<file path="src/rtl/alu_sekuencer.sv">
// Sequencer driving a 16-bit ripple ALU: valid/ready request in, ALU controls out, valid/ready result back.
// Optional Zero/Ovf result flags are enabled by defining ALU_SEKUENCER_FLAGS_EN.
module alu_sekuencer #(
   parameter int unsigned W     = 16,
   parameter int unsigned CNT_W = 4
) (
   input  logic             Clock,
   input  logic             Reset,
   input  logic             InValid,
   output logic             InReady,
   input  logic [2:0]       OpKodi,
   input  logic [W-1:0]     OpA,
   input  logic [W-1:0]     OpB,
   output logic [W-1:0]     AluA,
   output logic [W-1:0]     AluB,
   output logic [2:0]       Operacion,
   output logic             BInvert,
   output logic             CIN,
   input  logic [W-1:0]     AluRez,
   input  logic             AluCOUT,
   output logic             OutValid,
   input  logic             OutReady,
`ifdef ALU_SEKUENCER_FLAGS_EN
   output logic             Zero,
   output logic             Ovf,
`endif
   output logic [W-1:0]     Rezultati
);

   localparam logic [2:0] OP_AND  = 3'b000;
   localparam logic [2:0] OP_OR   = 3'b001;
   localparam logic [2:0] OP_XOR  = 3'b010;
   localparam logic [2:0] OP_ADD  = 3'b011;
   localparam logic [2:0] OP_SUB  = 3'b100;
   localparam logic [2:0] OP_SLT  = 3'b101;
   localparam logic [2:0] OP_MUL  = 3'b110;
   localparam logic [2:0] OP_RSVD = 3'b111;

   localparam logic [2:0] SEL_AND  = 3'b000;
   localparam logic [2:0] SEL_LESS = 3'b001;
   localparam logic [2:0] SEL_OR   = 3'b010;
   localparam logic [2:0] SEL_XOR  = 3'b011;
   localparam logic [2:0] SEL_ADD  = 3'b100;

   localparam logic [CNT_W-1:0] CNT_LAST = CNT_W'(W - 1);

   typedef enum logic [1:0] {
      S_IDLE = 2'b00,
      S_EXEC = 2'b01,
      S_MUL  = 2'b10,
      S_DONE = 2'b11
   } state_t;

   // {Operacion, BInvert, CIN} for a single-cycle opcode
   function automatic logic [4:0] ctrl_of(input logic [2:0] op);
      logic [4:0] c;
      c = 5'b0;
      case (op)
         OP_AND:  c = {SEL_AND,  1'b0, 1'b0};
         OP_OR:   c = {SEL_OR,   1'b0, 1'b0};
         OP_XOR:  c = {SEL_XOR,  1'b0, 1'b0};
         OP_ADD:  c = {SEL_ADD,  1'b0, 1'b0};
         OP_SUB:  c = {SEL_ADD,  1'b1, 1'b1};
         OP_SLT:  c = {SEL_LESS, 1'b1, 1'b1};
         default: c = 5'b0;
      endcase
      return c;
   endfunction

   state_t           state_q, state_d;
   logic [2:0]       op_q, op_d;
   logic [W-1:0]     opa_q, opa_d;
   logic [W-1:0]     opb_q, opb_d;
   logic [W-1:0]     acc_q, acc_d;
   logic [W-1:0]     mcand_q, mcand_d;
   logic [W-1:0]     mplier_q, mplier_d;
   logic [CNT_W-1:0] cnt_q, cnt_d;
   logic [W-1:0]     alu_a_q, alu_a_d;
   logic [W-1:0]     alu_b_q, alu_b_d;
   logic [2:0]       oper_q, oper_d;
   logic             binv_q, binv_d;
   logic             cin_q, cin_d;
   logic [W-1:0]     rez_q, rez_d;
   logic             in_ready_q, in_ready_d;
   logic             out_valid_q, out_valid_d;
   logic             zero_q, zero_d;
   logic             ovf_q, ovf_d;

   logic             accept;
   logic             out_hs;
   logic [W-1:0]     acc_next;
   logic [W-1:0]     mcand_shl;
   logic [W-1:0]     exec_val;

   // The ripple carry-out is not needed: overflow is derived from operand/result sign bits
   logic             unused_cout;
   assign unused_cout = AluCOUT;

   assign accept    = InValid && in_ready_q;
   assign out_hs    = out_valid_q && OutReady;
   assign acc_next  = mplier_q[0] ? AluRez : acc_q;
   assign mcand_shl = mcand_q << 1;
   assign exec_val  = (op_q == OP_RSVD) ? '0 : AluRez;

   always_comb begin
      state_d  = state_q;
      op_d     = op_q;
      opa_d    = opa_q;
      opb_d    = opb_q;
      acc_d    = acc_q;
      mcand_d  = mcand_q;
      mplier_d = mplier_q;
      cnt_d    = cnt_q;
      rez_d    = rez_q;
      zero_d   = zero_q;
      ovf_d    = ovf_q;
      alu_a_d  = '0;
      alu_b_d  = '0;
      oper_d   = 3'b000;
      binv_d   = 1'b0;
      cin_d    = 1'b0;

      case (state_q)
         S_IDLE: begin
            if (accept) begin
               op_d  = OpKodi;
               opa_d = OpA;
               opb_d = OpB;
               if (OpKodi == OP_MUL) begin
                  state_d  = S_MUL;
                  acc_d    = '0;
                  mcand_d  = OpA;
                  mplier_d = OpB;
                  cnt_d    = '0;
                  alu_a_d  = '0;
                  alu_b_d  = OpA;
                  oper_d   = SEL_ADD;
               end else begin
                  state_d = S_EXEC;
                  alu_a_d = OpA;
                  alu_b_d = OpB;
                  {oper_d, binv_d, cin_d} = ctrl_of(OpKodi);
               end
            end
         end
         S_EXEC: begin
            state_d = S_DONE;
            rez_d   = exec_val;
            zero_d  = (exec_val == '0);
            ovf_d   = 1'b0;
            if (op_q == OP_ADD)
               ovf_d = (opa_q[W-1] == opb_q[W-1]) && (AluRez[W-1] != opa_q[W-1]);
            else if (op_q == OP_SUB)
               ovf_d = (opa_q[W-1] != opb_q[W-1]) && (AluRez[W-1] != opa_q[W-1]);
         end
         S_MUL: begin
            // Shift-add step: the ALU is presenting acc + mcand this cycle
            acc_d    = acc_next;
            mcand_d  = mcand_shl;
            mplier_d = mplier_q >> 1;
            cnt_d    = cnt_q + CNT_W'(1);
            if (cnt_q == CNT_LAST) begin
               state_d = S_DONE;
               rez_d   = acc_next;
               zero_d  = (acc_next == '0);
               ovf_d   = 1'b0;
            end else begin
               alu_a_d = acc_next;
               alu_b_d = mcand_shl;
               oper_d  = SEL_ADD;
            end
         end
         S_DONE: begin
            if (out_hs)
               state_d = S_IDLE;
         end
         default: state_d = S_IDLE;
      endcase

      // OutValid rises one cycle into DONE so Rezultati has settled a full cycle beforehand
      out_valid_d = (state_q == S_DONE) && !out_hs;
      in_ready_d  = (state_d == S_IDLE);
   end

   always_ff @(posedge Clock) begin
      if (Reset) begin
         state_q     <= S_IDLE;
         op_q        <= '0;
         opa_q       <= '0;
         opb_q       <= '0;
         acc_q       <= '0;
         mcand_q     <= '0;
         mplier_q    <= '0;
         cnt_q       <= '0;
         alu_a_q     <= '0;
         alu_b_q     <= '0;
         oper_q      <= '0;
         binv_q      <= 1'b0;
         cin_q       <= 1'b0;
         rez_q       <= '0;
         in_ready_q  <= 1'b1;
         out_valid_q <= 1'b0;
         zero_q      <= 1'b0;
         ovf_q       <= 1'b0;
      end else begin
         state_q     <= state_d;
         op_q        <= op_d;
         opa_q       <= opa_d;
         opb_q       <= opb_d;
         acc_q       <= acc_d;
         mcand_q     <= mcand_d;
         mplier_q    <= mplier_d;
         cnt_q       <= cnt_d;
         alu_a_q     <= alu_a_d;
         alu_b_q     <= alu_b_d;
         oper_q      <= oper_d;
         binv_q      <= binv_d;
         cin_q       <= cin_d;
         rez_q       <= rez_d;
         in_ready_q  <= in_ready_d;
         out_valid_q <= out_valid_d;
         zero_q      <= zero_d;
         ovf_q       <= ovf_d;
      end
   end

   assign InReady   = in_ready_q;
   assign OutValid  = out_valid_q;
   assign Rezultati = rez_q;
   assign AluA      = alu_a_q;
   assign AluB      = alu_b_q;
   assign Operacion = oper_q;
   assign BInvert   = binv_q;
   assign CIN       = cin_q;

`ifdef ALU_SEKUENCER_FLAGS_EN
   assign Zero = zero_q;
   assign Ovf  = ovf_q;
`else
   logic unused_flags;
   assign unused_flags = zero_q ^ ovf_q;
`endif

endmodule

</file>
<file path="config.mk">
export PLATFORM = sky130hd
export DESIGN_NAME = alu_sekuencer
export DESIGN_NICKNAME = d
export VERILOG_FILES = /design/src/rtl/alu_sekuencer.sv
export SDC_FILE = /design/constraint.sdc
export NUM_CORES = 1
export LEC_CHECK = 0
export BUFFER_PORTS_ARGS = -buffer_cell sky130_fd_sc_hd__clkbuf_2
export CORE_MARGIN = 2
export CORE_UTILIZATION = 40
export CTS_CLUSTER_SIZE = 10
export DETAILED_ROUTE_END_ITERATION = 6
export PLACE_DENSITY_LB_ADDON = 0.05
export RECOVER_POWER = 100
export SLEW_MARGIN = 15
export SYNTH_ARGS = -nofsm -noshare
export SYNTH_HDL_FRONTEND = slang
export SYNTH_SLANG_ARGS = --single-unit
</file>
<file path="constraint.sdc">
create_clock -name Clock -period 2.3 [get_ports Clock]
set_input_delay 0.46 -clock Clock [delete_from_list [all_inputs] [get_ports Clock]]
set_output_delay 0.46 -clock Clock [all_outputs]
set_load 0.03 [all_outputs]
</file>
Word-level counts from Yosys, hierarchy flattened. Cells that the tools add are included.

Input bits: 56. Latch bits: 0. Bits in writable memories: 0. ROM bits: 0. Bits in registers: 111. Word-level logic and storage cells: 77. Output and inout bits: 55. Memories: 0.

Multiplexer cells: 34. Bitwise gates (word level): 2. Reduce and logical (&&, ||, !) cells: 12. $add $sub $neg: 1. $mul: 0. Order comparisons: 0. Div/mod/pow operators: 0. Shift-type cells: 0. Equality and inequality tests: 14.

Operator list (count): $mux W16 (13); $pmux W16 S2 (5); $mux W15 (2); $pmux W15 S2 (1); $pmux W5 S5 (1); $eq A3 B3 Y1 const B (4); $mux W3 (3); $mux W2 (4); $mux W4 (2); $pmux W2 S4 (1); $pmux W4 S2 (1); $eq A3 B2 Y1 const B (2); $ne A2 B2 Y1 const B (3); $pmux W3 S2 (1); $add A4 B1 Y4 const B (1); $eq A2 B2 Y1 const B (2); $eq A4 B4 Y1 const B (1); $logic_not A2 Y1 (2); $reduce_and A2 Y1 (2); $reduce_bool A2 Y1 (2); $reduce_or A4 Y1 (1); $eq A3 B1 Y1 const B (1); $logic_and A1 B1 Y1 (3); $reduce_and A3 Y1 (1); 3 further kinds (4).

Depth between registers and ports, before layout.
Depth in word-level cells: 5. Mapped depth: 7.

Least setup slack after synthesis. No wires, ideal clock.

Kind: reg-to-reg. From: register cnt_q[0]. To: register alu_b_q[11] (netlist: AluB[11]). Data arrival time: 1508 ps. Path buffers: 2. Slack: 664 ps. Cell stages (with the launch flop): 8. Cell sequence: dfxtp_1 -> ha_1 -> nand3_1 -> and2_4 -> buf_6 -> buf_2 -> a222oi_1 -> nor2_1.

Word-level cells in the longest chain between the ends: 3.

Ends and longest elaborated chain: start: declaration (RTL line 77) `logic [CNT_W-1:0] cnt_q, cnt_d;`; start signal: assignment (RTL line 213) `cnt_q <= cnt_d;`; $eq A4 B4 Y1 (RTL line 162) `if (cnt_q == CNT_LAST) begin`; $mux W16 (RTL line 162); $pmux W16 S2 (RTL line 123) `case (state_q)`; end signal: assignment (RTL line 215) `alu_b_q <= alu_b_d;`; end: declaration (RTL line 79) `logic [W-1:0] alu_b_q, alu_b_d;`.

No other way between the ends. A chain may end at the register's enable or synchronous reset.

Final worst setup path.
From: register state_q[1]. To: register alu_b_q[2] (netlist: AluB[2]).

Word-level cells in the longest chain between the ends: 2. Elaborated cells between the ends (all ways): 3. Classes of those cells: 1 x eq/ne; 1 x mux; 1 x reduce/logical.

Ends and longest elaborated chain: start: declaration (RTL line 70) `state_t state_q, state_d;`; start signal: assignment (RTL line 206) `state_q <= state_d;`; $eq A2 B2 Y1 or $logic_not A2 Y1 (tied branches); $pmux W16 S2 * (RTL line 123).

Every way passes the cells marked *; elsewhere a longest branch is shown, timed or not.

==> run_results.csv <==
group,metric,value,unit
status,status,"finished, final reports clean",
synthesis,yosysMostFrequentCell,"dfxtp_1",
power_and_ir_drop,cellPowerDensity,961,mW/mm^2
critical_path,rr_worst_depth,4,
critical_path,arrival,2.23,ns
sta,rsz0062_at_grt,"no",
synthesis,ys_top_cells_by_count,"dfxtp_1 (110), nand2_1 (91), nor2_1 (87), a21oi_1 (38), a311oi_1 (28)",
placement,gp_congestion,0.784,
route,wl_per_cell,16.4,um
power_and_ir_drop,finalPower,5.10,mW
layout,fillCellCount,1115,
synthesis,synth-seq-cells,110,
sta,setup_viol,0,
layout,finalNetCount,660,
grt,grt_max_degree,49,
worst_hold_path,holdPathStages,2,
synthesis,seq_area_frac_synth,0.488,
sta,final-hold-violation-count,0,
die,dieArea,0.0121,mm^2
grt,grt_pass1_vias,3744,
synthesis,synth.cell_area,0.00451,mm^2
grt,grt_use_total,0.206,
route,drtPass1Iterations,6,
critical_path,cp_slowest_cell,"and2_2",
sta,slew_viol_final,0,
critical_path,r2r_slack,0.35,ns
sta,final.min_clock_period,1.95,ns
synthesis,synth_nets,572,
critical_path,cp.required,2.58,ns
route,ant_nets,0,
cts,numCtsBuffers,9,
placement,dp_cells,731,
critical_path,worstPathMaxFanout,31,
sta,tightest_slew,0.707,ns
placement,numPortBuffers,109,
synthesis,synth_area_per_cell,8.78,um^2
placement,hpwl,8.30,mm
route,drc,0,
cts,clockRootBuffer,"clkbuf_16",
layout,drive_gt1_frac,0.168,
die,initial_utilization,0.413,
grt,grt_antenna_before_repair,0,
cts,post_cts_resized,0,
critical_path,cp_cell_sequence,"and2b_4 -> and2_2 -> a222oi_1 -> nor2_1",
worst_hold_path,hold_path.class,"primary input to register",
cts,htree_levels,3,
power_and_ir_drop,leakagePower,1.98,nW
synthesis,synth_warnings,0,
route,via_per_inst,5.37,
synthesis,yosysTopAreaCell,"dfxtp_1",
sta,slew_headroom,0.528,
layout,finalNonFillerCells,747,
cts,post_cts_buffers,0,
power_and_ir_drop,vdd_drop_max,347,uV
sta,fin_tns_setup,0,ns
cts,clk_latency,0.35,ns
die,core-area,0.0109,mm^2
synthesis,synthArstFlopShare,0,
critical_path,reg2reg_to,"AluB[2]$_SDFF_PP0_",
synthesis,synth_flop_cell,"dfxtp_1",
synthesis,synthTopCellsByArea,"dfxtp_1 (49%), nand2_1 (7.6%), nor2_1 (7.2%), a311oi_1 (5.4%), a21oi_1 (4.2%)",
sta,fin_crit_sh,0.847,
route,wl,12.2,mm
synthesis,yosysTopAreaCellShare,0.488,
critical_path,crit_path_end_kind,"register",
critical_path,path_class,"register to register",
cts,cts_tree,"built",
sta,fmax,0.513,GHz
route,vias,4011,
critical_path,crit_path_start,"state_q[1]$_SDFF_PP0_",
layout,area_growth,17.7,%
route,first_iter_violations,282,
critical_path,rr_startpoint,"state_q[1]$_SDFF_PP0_",
synthesis,synth.distinct_cells,41,
die,die_x,110,um
grt,grt_pass1_wl,19.1,mm
critical_path,worstSetupStartpointType,"register",
synthesis,synth_edf_count,0,
die,core.rowCount,38,
die,die_y,110,um
grt,grt_remaining_overflow,0,
run,cap_violations,0,
cts,clk_path_buf_depth,2,
layout,diodes,0,
critical_path,crit_path_end,"AluB[2]$_SDFF_PP0_",
cts,cts.sinks,110,
sta,clock_skew,0.00739,ns
critical_path,cpPeakStageDelay,0.63,ns
die,num_io_pins,111,
cts,cts_hold_buf,0,
cts,clkTransAtPathRegs,0.07,ns
synthesis,syn-instance-count,514,
worst max-delay path: cells and delay by family (launching register included):
family / cells / cell delay (ns)
AO/OA/AOI/OAI: 1 / 0.22
AND/OR/NAND/NOR: 3 / 1.16
flip-flops: 1 / 0.49
through the flow:
stage	setup WS, ns	utilization	area, um^2	hold slack [ns]
after floorplan	0.664	-	4510	0.434
after global placement	0.426	0.467	5100	0.439
after detailed placement	0.407	0.467	5100	0.445
after CTS	0.522	0.494	5410	0.329
after global routing	0.208	0.486	5310	0.332
final	0.351	0.486	5310	0.343
sequential cells by signal (all words and copies together) (netlist names):
signal and flops:
AluA 16, cnt_q 4, state_q 2, Rezultati 16, mcand_q 15, AluB 16
InReady 1, op_q 3, mplier_q 16, BInvert 1, Operacion 3, acc_q 16
OutValid 1
layer usage:
metal  share of wire  track usage
met1            0.47        0.287
met2            0.46        0.319
met3           0.049       0.0482
met4           0.014       0.0589
met5               0            0
how the worst min path moves through the flow:
stage | slack (ns) | to | from
after floorplan | 0.43 | acc_q[0]$_SDFFE_PP0P_ | acc_q[0]$_SDFFE_PP0P_
after global placement | 0.44 | acc_q[2]$_SDFFE_PP0P_ | acc_q[2]$_SDFFE_PP0P_
after detailed placement | 0.45 | acc_q[5]$_SDFFE_PP0P_ | acc_q[5]$_SDFFE_PP0P_
after CTS | 0.33 | OutValid$_SDFF_PP0_ | OutReady
after global routing | 0.33 | OutValid$_SDFF_PP0_ | OutReady
final | 0.34 | OutValid$_SDFF_PP0_ | OutReady
cell type report:
type                            instances  area [um^2]  area share
Sequential cell                       110         2200       0.415
Multi-Input combinational cell        357         2060       0.387
Timing Repair Buffer                  122          568       0.107
Clock buffer                           13          260      0.0490
Tap cell                              140          175      0.0330
Clock inverter                          3         42.5     0.00801
Inverter                                2         7.51     0.00141
power breakdown:
part,internal [mW],switching (mW)
clock,0.904,0.694
combinational,0.399,0.842
sequential,2.13,0.131
total,3.44,1.67
kinds of logic (layout without fill, tap and decap cells):
kind of cell | count (synthesis) | count (layout) | share of synthesized area
multiplexers | 22 | 22 | 0.0530
AO/OA/AOI/OAI | 125 | 125 | 0.207
flip-flops | 110 | 110 | 0.488
AND/OR/NAND/NOR | 208 | 208 | 0.191
adder cells (fa/ha/maj) | 2 | 2 | 0.00555
buffers and inverters | 47 | 140 | 0.0552
placed cells by master (no fill, tap or decap), types with 3 or more instances in the layout:
cell type,synthesis,final
clkbuf_2,0,55
a211oi_1,17,17
nand2_1,91,91
mux2_2,15,15
a22oi_1,16,16
o21ai_0,3,3
mux2i_1,7,7
nand2b_1,4,4
dfxtp_1,110,110
clkbuf_16,0,9
buf_4,4,11
a222oi_1,15,15
a21oi_1,38,38
clkbuf_1,17,58
nor3_1,9,9
a311oi_1,28,28
nor2_1,87,88
Power figures use the tool's default switching activity.
